**config.mk**
```make
export PLATFORM = sky130hd
export DESIGN_NAME = song_player
export DESIGN_NICKNAME = d
export VERILOG_FILES = /design/src/rtl/song_player.sv
export SDC_FILE = /design/constraint.sdc
export NUM_CORES = 1
export LEC_CHECK = 0
export BUFFER_PORTS_ARGS = -buffer_cell sky130_fd_sc_hd__buf_4
export CORE_MARGIN = 4
export CORE_UTILIZATION = 50
export CTS_BUF_LIST = sky130_fd_sc_hd__clkbuf_16
export DETAILED_ROUTE_END_ITERATION = 10
export HOLD_SLACK_MARGIN = 0.03
export MAX_ROUTING_LAYER = met4
export PLACE_DENSITY = 0.71
export SYNTH_ARGS = -nofsm -noshare
export SYNTH_HDL_FRONTEND = slang
export SYNTH_SLANG_ARGS = --single-unit
```
**constraint.sdc**
```tcl
create_clock -name clk -period 4.7 [get_ports clk]
set_input_delay 0.47 -clock clk [delete_from_list [all_inputs] [get_ports clk]]
set_output_delay 0.47 -clock clk [all_outputs]
set_load 0.01 [all_outputs]
```
**src/rtl/song_player.sv**
```systemverilog
`default_nettype none
// ============================================================================
//  Module      : song_player
//  Description : Autoplay sequencer stepping through a loadable 32-entry song
//                table, driving the organ tone generator note by note.
//  Revision    : 1.0  initial release
// ============================================================================
module song_player #(
    parameter int TICK_DIV = 250000,
    parameter int GAP_CYC  = 20000
) (
    input  logic       clk,
    input  logic       rst,
    input  logic       mode_sel,
    input  logic       play_btn,
    input  logic       wr_en,
    input  logic [4:0] wr_addr,
    input  logic [7:0] wr_data,
    output logic [2:0] value_play,
    output logic [1:0] tone_play,
    output logic       state,
    output logic [4:0] note_idx
);

    localparam int TW = (TICK_DIV > 1) ? $clog2(TICK_DIV) : 1;
    localparam int GW = (GAP_CYC > 1) ? $clog2(GAP_CYC) : 1;
    localparam logic [TW-1:0] TICK_LAST = TW'(TICK_DIV - 1);
    localparam logic [GW-1:0] GAP_LAST  = GW'(GAP_CYC - 1);

    typedef enum logic [2:0] {
        S_IDLE  = 3'd0,
        S_FETCH = 3'd1,
        S_NOTE  = 3'd2,
        S_GAP   = 3'd3,
        S_PAUSE = 3'd4
    } state_t;

    state_t          fsm_q, resume_q, run_d;
    logic [7:0]      mem_q [32];
    logic            play_q;
    logic [TW-1:0]   tick_q, tick_d;
    logic [2:0]      beat_q, beat_d;
    logic [GW-1:0]   gap_q, gap_d;
    logic [4:0]      note_idx_q, idx_d;
    logic [2:0]      val_q, dur_q;
    logic [1:0]      tone_q;
    logic [2:0]      value_play_q;
    logic [1:0]      tone_play_q;
    logic            state_q;
    logic [7:0]      w_entry;
    logic            w_play_edge;

    assign w_entry     = mem_q[note_idx_q];
    assign w_play_edge = play_btn & ~play_q;

    always_ff @(posedge clk) begin
        if (!rst) begin
            for (int k = 0; k < 32; k++) begin
                mem_q[k] <= 8'h00;
            end
        end else if (wr_en) begin
            mem_q[wr_addr] <= wr_data;
        end
    end

    // Undisturbed progression of NOTE/GAP; pause only overrides the state.
    always_comb begin
        run_d  = fsm_q;
        tick_d = tick_q;
        beat_d = beat_q;
        gap_d  = gap_q;
        idx_d  = note_idx_q;
        case (fsm_q)
            S_NOTE: begin
                if (tick_q == TICK_LAST) begin
                    tick_d = '0;
                    if (beat_q == dur_q) begin
                        beat_d = 3'd0;
                        run_d  = S_GAP;
                    end else begin
                        beat_d = beat_q + 3'd1;
                    end
                end else begin
                    tick_d = tick_q + 1'b1;
                end
            end
            S_GAP: begin
                if (gap_q == GAP_LAST) begin
                    gap_d = '0;
                    idx_d = note_idx_q + 5'd1;
                    run_d = S_FETCH;
                end else begin
                    gap_d = gap_q + 1'b1;
                end
            end
            default: ;
        endcase
    end

    always_ff @(posedge clk) begin
        if (!rst) begin
            fsm_q        <= S_IDLE;
            resume_q     <= S_IDLE;
            play_q       <= 1'b0;
            tick_q       <= '0;
            beat_q       <= 3'd0;
            gap_q        <= '0;
            note_idx_q   <= 5'd0;
            val_q        <= 3'd0;
            tone_q       <= 2'd0;
            dur_q        <= 3'd0;
            value_play_q <= 3'd0;
            tone_play_q  <= 2'd0;
            state_q      <= 1'b0;
        end else begin
            play_q <= play_btn;
            if (!mode_sel) begin
                fsm_q        <= S_IDLE;
                tick_q       <= '0;
                beat_q       <= 3'd0;
                gap_q        <= '0;
                note_idx_q   <= 5'd0;
                value_play_q <= 3'd0;
                tone_play_q  <= 2'd0;
                state_q      <= 1'b0;
            end else begin
                case (fsm_q)
                    S_IDLE: begin
                        note_idx_q   <= 5'd0;
                        value_play_q <= 3'd0;
                        tone_play_q  <= 2'd0;
                        state_q      <= 1'b0;
                        if (w_play_edge) begin
                            fsm_q   <= S_FETCH;
                            state_q <= 1'b1;
                        end
                    end
                    S_FETCH: begin
                        if (w_entry != 8'h00) begin
                            val_q        <= w_entry[7:5];
                            tone_q       <= w_entry[4:3];
                            dur_q        <= w_entry[2:0];
                            value_play_q <= w_entry[7:5];
                            tone_play_q  <= w_entry[4:3];
                            fsm_q        <= S_NOTE;
                        end else if (note_idx_q != 5'd0) begin
                            note_idx_q <= 5'd0;
                        end else begin
                            fsm_q        <= S_IDLE;
                            value_play_q <= 3'd0;
                            tone_play_q  <= 2'd0;
                            state_q      <= 1'b0;
                        end
                    end
                    S_NOTE, S_GAP: begin
                        tick_q     <= tick_d;
                        beat_q     <= beat_d;
                        gap_q      <= gap_d;
                        note_idx_q <= idx_d;
                        if (w_play_edge) begin
                            fsm_q        <= S_PAUSE;
                            resume_q     <= run_d;
                            value_play_q <= 3'd0;
                        end else begin
                            fsm_q        <= run_d;
                            value_play_q <= (run_d == S_NOTE) ? val_q : 3'd0;
                        end
                    end
                    S_PAUSE: begin
                        if (w_play_edge) begin
                            fsm_q        <= resume_q;
                            value_play_q <= (resume_q == S_NOTE) ? val_q : 3'd0;
                        end
                    end
                    default: begin
                        fsm_q <= S_IDLE;
                    end
                endcase
            end
        end
    end

    assign value_play = value_play_q;
    assign tone_play  = tone_play_q;
    assign state      = state_q;
    assign note_idx   = note_idx_q;

    logic w_unused;
    assign w_unused = ^tone_q;

endmodule
`default_nettype wire

```
Yosys cells after proc, flatten, opt, wreduce, memory -nomap -nowiden. Memories as Yosys holds them, arrays and structs flattened. A register that Yosys moved wholly into a read port is not among the register bits. Cells that the tools add are included.

Memory bits (writable): 256. Logic and storage cells: 95. Output and inout port bits: 11. Register bits after elaboration: 60. Memories kept: 1.

Memories: mem_q (words 32, width 8, read ports 1, clocked after Yosys merged registers in 1, wr ports 32, line 39) `logic [7:0] mem_q [32];`.

Bitwise operators: 2. $add $sub $neg: 4. Reductions and logical operators: 19. Equal/unequal tests: 17. Mux-type cells: 40.

Operator list (number): 2-to-1 mux 3 bit (14); 2-to-1 mux 5 bit (7); case mux 3 bit (4 select lines) (2); adder 18 x 1 -> 18 bit (second input constant) (1); == test 18 bit (second input constant) (1); 2-to-1 mux 18 bit (1); AND reduction 3 bit (6); adder 15 x 1 -> 15 bit (second input constant) (1); == test 15 bit (second input constant) (1); 2-to-1 mux 15 bit (1); case mux 5 bit (3 select lines) (1); != test 2 bit (second input constant) (7); == test 3 x 2 -> 1 bit (second input constant) (4); 2-to-1 mux 1 bit (8); 2-to-1 mux 8 bit (1); AND reduction 2 bit (4); nonzero test 8 bit (1); OR reduction 8 bit (1); case mux 3 bit (2 select lines) (1); adder 5 x 1 -> 5 bit (second input constant) (1); AND reduction 5 bit (1); nonzero test 5 bit (1); 2-to-1 mux 2 bit (2); case mux 2 bit (2 select lines) (1); 13 further kinds (13).

Longest topological paths before layout. Gate-level depths: netlist of run 1.

Word-level depth: 8. Gate-level depth with buffers: 9.

Least setup slack after synthesis of run 1. No wires, ideal clock.

Kind: register to register. Start: reg with a tool-made name. End: reg with a tool-made name. Setup slack: 1401 ps. Buffers on the path: 2. Arrival time: 3220 ps. Stages on the path, launching flop included: 9. Cells stage by stage: dfxtp_1 > clkbuf_1 > buf_1 > mux4_2 > mux2_2 > or4_1 > nor3b_2 > a21o_2 > mux2i_1.

==> run metrics, run 1 <==
final period utilization=82.17%; Critical Path RT=around 5000 ps; Max-Cap Viols=0; distinct cell type count after synthesis=just over 50; status=completed; initial drt markers=890; Net Count, Synth=1095; area of the mapped netlist=approximately 0.015 mm²; via count=8649; Vias/cell=between 5 and 6; Setup Buffers After CTS=0; Total Routed Length=32110 µm; crit path time final=3862 ps; H-Tree Depth=2; Worst Path Arrival=4280 ps; register area=approximately 0.009 mm²; total die area=roughly 0.032 mm²; worst slew pin tran=1277 ps; startpoint types=flip-flop; initial antenna violation count=0; TritonCTS Sinks=roughly 320; Post-synth ARST share=0%; Relative slew margins=between 10% and 20%; area grow syn2layout=11.05%; share of Yosys cell area claimed by the top area cell type=roughly 52%; Avg Cell Area, Syn=around 14 µm²; vias in the first global route=roughly 8400; hold-fix buffers at CTS=0; FILL cells=roughly 2300; #FFs+latches synth=321; Core Region=between 0.02 and 0.03 mm²; Total GRT Usage=20.40%; pre-CTS setup slack=between 800 and 900 ps; share of cells above drive strength 1=between 10% and 20%; worst-skew pair later-pin latency=between 500 and 600 ps; estimated wirelength of the detail-placed design=roughly 22000 µm; Reg clk slew, reported paths=approximately 60 ps; sequential area share after synthesis=a little over 60%; ys flop type=edfxtp_1; setup violators final=0; top cells by area, synth=edfxtp_1 52%, mux4_2 12%, and2_1 11%; HP Class=primary input to flip-flop; area of the multi-input gates=around 0.0054 mm²; leading area contributor after synthesis=edfxtp_1; RD Place Congestion=0.8684; peak supply drop=around 0.27 mV; largest net degree at the start of global routing=between 60 and 70; crit end category=flip-flop; height of the die=179.5 µm; Post-synth EDFFs=about 260; Non-Filler Instances=about 1500; critical path class=flip-flop to flip-flop; global-route wire length before repair=approximately 50000 µm; clock root buffer master=clkbuf_16; CTS tree=yes; Chip Width=between 150 and 200 µm; DR pass1 iterations=5; Max clock buf depth=3; setup TNS=0 ps; leak pwr=roughly 0.0055 µW; worst-path fanout max=16; Final nets=1120; drt drc=0; fin. max-slew vios=0; final-report hold violation count=0; Final ANT Viol Nets=0; cell count after placement=1444; PwrDens=~360 mW/mm²; port buffer count=28; cts bufs inserted=35; I/O Pins=29; RSZ-0062 raised after global routing=false; Worst Skew=about 20 ps; Yosys warning total=0; cell count after synthesis=about 1100; routed len/inst=around 21 µm; final antenna diode count=0; final setup margin=between 800 and 900 ps; post-cts sizing count=0; Initial Util=between 50% and 60%; Core Rows=just over 60; GRT overflow=0; FMAX=~260 MHz
cells in the mapped netlist, types with 10 or more instances:
library cell and number:
mux4_2 80, nor2_1 80, clkbuf_1 54, edfxtp_1 256, and3_1 10, a21oi_1 11, and2_1 260, o21ai_0 42
mux2i_1 11, xor2_1 24, dfxtp_1 65, nand2_1 59, nand3_1 16
critical path, cell delays in order, from the launching register on:
cell	delay, ps
dfxtp_4	560
buf_4	380
mux4_2	580
mux4_2	490
mux2_2	300
or4_1	590
nor3b_2	380
a21o_2	260
mux2i_1	230
through the flow:
step           utilization, %  hold slack [ps]  area (µm²)  power, µW
2_1_floorplan               -            434.7       14700       3416
3_3_place_gp            53.08            443.1       15320       3541
3_5_place_dp            53.08            460.0       15320       3545
4_1_cts                 56.57            178.7       16320       5990
5_1_grt                 56.57            187.0       16320       6126
6_report                56.57            197.8       16320       5953
worst paths after layout:
| path | cells past startpoint | slack [ps] | endpoint | from |
|---|---|---|---|---|
| hold reg to reg | 2 | 470 | state | state |
| hold / removal | 2 | 200 | play_q | play_btn |
| setup reg to reg | 8 | 840 | flip-flop | flip-flop |
| setup / recovery | 8 | 840 | flip-flop | flip-flop |
sequential cells by signal, summed over array words and instances (netlist names), named ones only:
register and flops:
value_play 3, resume_q 3, fsm_q 3, note_idx 5
val_q 3, tone_play 2, state 1, gap_q 15
mem_q 256, tick_q 18, play_q 1, dur_q 3
beat_q 3
cells by family after synthesis:
family          share of synthesized area [%]
simple gates                            18.01
flops                                   61.15
mux                                     13.62
buf+inv                                 2.128
compound gates                          2.766
xor+xnor                                1.907
fa+ha+maj                              0.4256
routing by layer:
metal | share of wire [%] | GRT usage (%) | vias to the layer above
met3 | 7.9 | 4.507 | 51
met5 | 0 | - | -
met2 | 45 | 29.86 | 328
met1 | 45 | 29.57 | 4334
met4 | 2.2 | 4.877 | 0
li1 | - | - | 3936
final cells by class:
class,instances,area share [%]
Multi-Input combinational cell,679,33.07
Tap cell,384,2.943
Sequential cell,321,55.09
Clock inverter,18,0.4905
Inverter,8,0.1840
Timing Repair Buffer,52,2.545
Clock buffer,37,5.672
layout by cell type (no fill, tap or decap), types with 10 or more instances in the layout:
cell and count:
and3_1 10, o21ai_0 42, xor2_1 24, nand3_1 16, mux4_2 80, clkbuf_16 37, nor2_1 80, mux2i_1 11
a21oi_1 11, dfxtp_1 63, edfxtp_1 256, buf_4 50, and2_1 260, nand2_1 59, inv_1 15
power breakdown:
group	total (µW)	internal (µW)	switching [µW]
Clock	2460	1410	1060
Sequential	3240	3190	54.9
Combinational	246	90.2	156
Total	5950	4680	1270
Note: power is estimated with default switching activity, not from simulation.
==> inputs of run 2 (changes only) <==
==> constraint.sdc (replaced) <==
create_clock -name clk -period 3.6 [get_ports clk]
set_input_delay 0.36 -clock clk [delete_from_list [all_inputs] [get_ports clk]]
set_output_delay 0.36 -clock clk [all_outputs]
set_load 0.01 [all_outputs]
==> run metrics, run 2 (synthesis gave the netlist of run 1 again) <==
Top Registers=mem_q: 256 flops, tick_q: 18 flops, gap_q: 15 flops; Critical Path RT=4010 ps (-1110 ps); clock root buffer master=clkbuf_16; crit end category=flip-flop; status=completed; FMAX=289.3 MHz (+12%); worst-skew pair later-pin latency=520 ps (about the same); post-cts sizing count=0 (unchanged); RD Place Congestion=0.8793 (+1.3%); crit-path most repeated cell=mux4_2; peak supply drop=0.3305 mV (+23%); Setup Buffers After CTS=0 (unchanged); GRT overflow=0 (unchanged); FILL cells=2288 (-0.87%); I/O Pins=29 (unchanged); hold-fix buffers at CTS=0 (unchanged); final antenna diode count=0 (unchanged); global-route wire length before repair=50180 µm (about the same); critical path class=flip-flop to flip-flop; CP delay by family, top=multiplexers; Max clock buf depth=3 (unchanged); cts bufs inserted=36 (+2.9%); Final nets=1141 (+1.9%); worst slew pin tran=1229 ps (-47.92 ps); Worst Path Arrival=3870 ps (-410 ps); vias in the first global route=8531 (+1.6%); most frequent cells in the layout=260 x and2_1, 256 x edfxtp_1, 80 x nor2_1, 80 x mux4_2, 67 x buf_4; setup TNS=0 ps (unchanged); Crit path buffers/inverters=1 (unchanged); Relative slew margins=17.23% (+3.2 points); share of cells above drive strength 1=19.28% (+1.5 points); largest net degree at the start of global routing=42 (-35%); final-report hold violation count=0 (unchanged); Chip Width=179.5 µm (unchanged); HP Class=primary input to flip-flop; drt drc=0 (unchanged); initial antenna violation count=0 (unchanged); setup violators final=0 (unchanged); worst-path fanout max=9 (-7); PwrDens=475.6 mW/mm² (+30%); via count=8611 (-0.44%); leak pwr=0.005689 µW (+3.1%); Crit-path slowest cell=or4_1; crit path time final=3457 ps (-404.9 ps); Total GRT Usage=20.25% (-0.14 points); Final ANT Viol Nets=0 (unchanged); CP cell instances=buf_6, mux4_2, mux4_2, mux2_2, or4_1, nor3b_4, a21o_2, mux2i_1; most common cell after layout, fill and taps aside=and2_1; Core Region=0.02886 mm² (unchanged); Core Rows=62 (unchanged); Vias/cell=5.647 (-2.1%); routed len/inst=20.84 µm (-2.7%); estimated wirelength of the detail-placed design=21460 µm (-1.8%); hold slack=82.13 ps (-115.7 ps); Most flops, register=mem_q; Critical Path Max Stage Delay=610 ps (+20 ps); area grow syn2layout=12.78%; fin. max-slew vios=0 (unchanged); Initial Util=50.94% (unchanged); height of the die=179.5 µm (unchanged); H-Tree Depth=2 (unchanged); startpoint types=flip-flop; port buffer count=28 (unchanged); initial drt markers=874 (-1.8%); Total Routed Length=31780 µm (-1.0%); TritonCTS Sinks=321 (unchanged); DR pass1 iterations=5 (unchanged); Max-Cap Viols=0 (unchanged); Largest register FFs=256 (unchanged); CTS tree=yes; RSZ-0062 raised after global routing=false; Worst Skew=16.58 ps (-3.524 ps); total die area=0.03221 mm² (unchanged); Reg clk slew, reported paths=60 ps (about the same); final period utilization=96.03% (+14 points)
[run 2: cell types whose count changed in the layout (fill, tap and decap cells not counted), sizes merged]
| cell | previous run | this run |
|---|---|---|
| buf | 52 | 71 |
| bufinv | 0 | 1 |
| clkinvlp | 2 | 1 |
| inv | 16 | 20 |
| clkinv | 8 | 10 |
| clkbuf | 37 | 38 |
[run 2: where the power goes]
part           switching [µW]  leakage, µW  internal (µW)
Combinational             209      0.00217            128
Sequential               61.9      0.00296           4160
Clock                    1400     0.000560           1920
Total                    1670      0.00569           6210
[run 2: per-stage QoR]
step | setup slack [ps] | total power [µW] | cells | area [µm²] | utilization (%)
final | 143.0 | 7885 | 1525 | 16580 | 57.45
after CTS | 83.33 | 7953 | 1524 | 16540 | 57.30
after floorplan | 300.9 | 4459 | 1072 | 14700 | -
after global routing | 25.93 | 8148 | 1525 | 16580 | 57.45
after detailed placement | 122.8 | 4634 | 1463 | 15470 | 53.62
after global placement | 172.7 | 4621 | 1463 | 15470 | 53.62
[run 2: layout make-up]
class                           instances  area [µm²]  area share [%]
Sequential cell                       321        8994           54.25
Multi-Input combinational cell        679        5405           32.60
Clock buffer                           37       925.9           5.585
Timing Repair Buffer                   72       606.8           3.660
Tap cell                              384       480.5           2.898
Clock inverter                         24       136.4          0.8226
Inverter                                8       30.03          0.1811
[run 2: path summary, 6_finish.rpt]
check	startpoint	to	slack, ps	cells past startpoint
setup / recovery	flip-flop	flip-flop	140	8
hold / removal	play_btn	play_q	80	2
setup reg to reg	flip-flop	flip-flop	140	8
hold reg to reg	val_q[0]	val_q[0]	460	2
[run 2: metal layers]
metal  vias up  GRT usage (%)  wire [µm]
met5         -              -          0
met4         0          5.212        738
met3        56          4.204       2330
met2       316          29.80      14470
met1      4244          29.26      14240
li1       3995              -          -
[run 2: worst register-to-register path: cells and delay by family, from the launching register on]
family | cells | cell delay (ps)
DFF | 1 | 440
AOI/OAI and AO/OA | 1 | 230
buffers and inverters | 1 | 210
muxes | 4 | 1600
and+or+nand+nor | 2 | 880
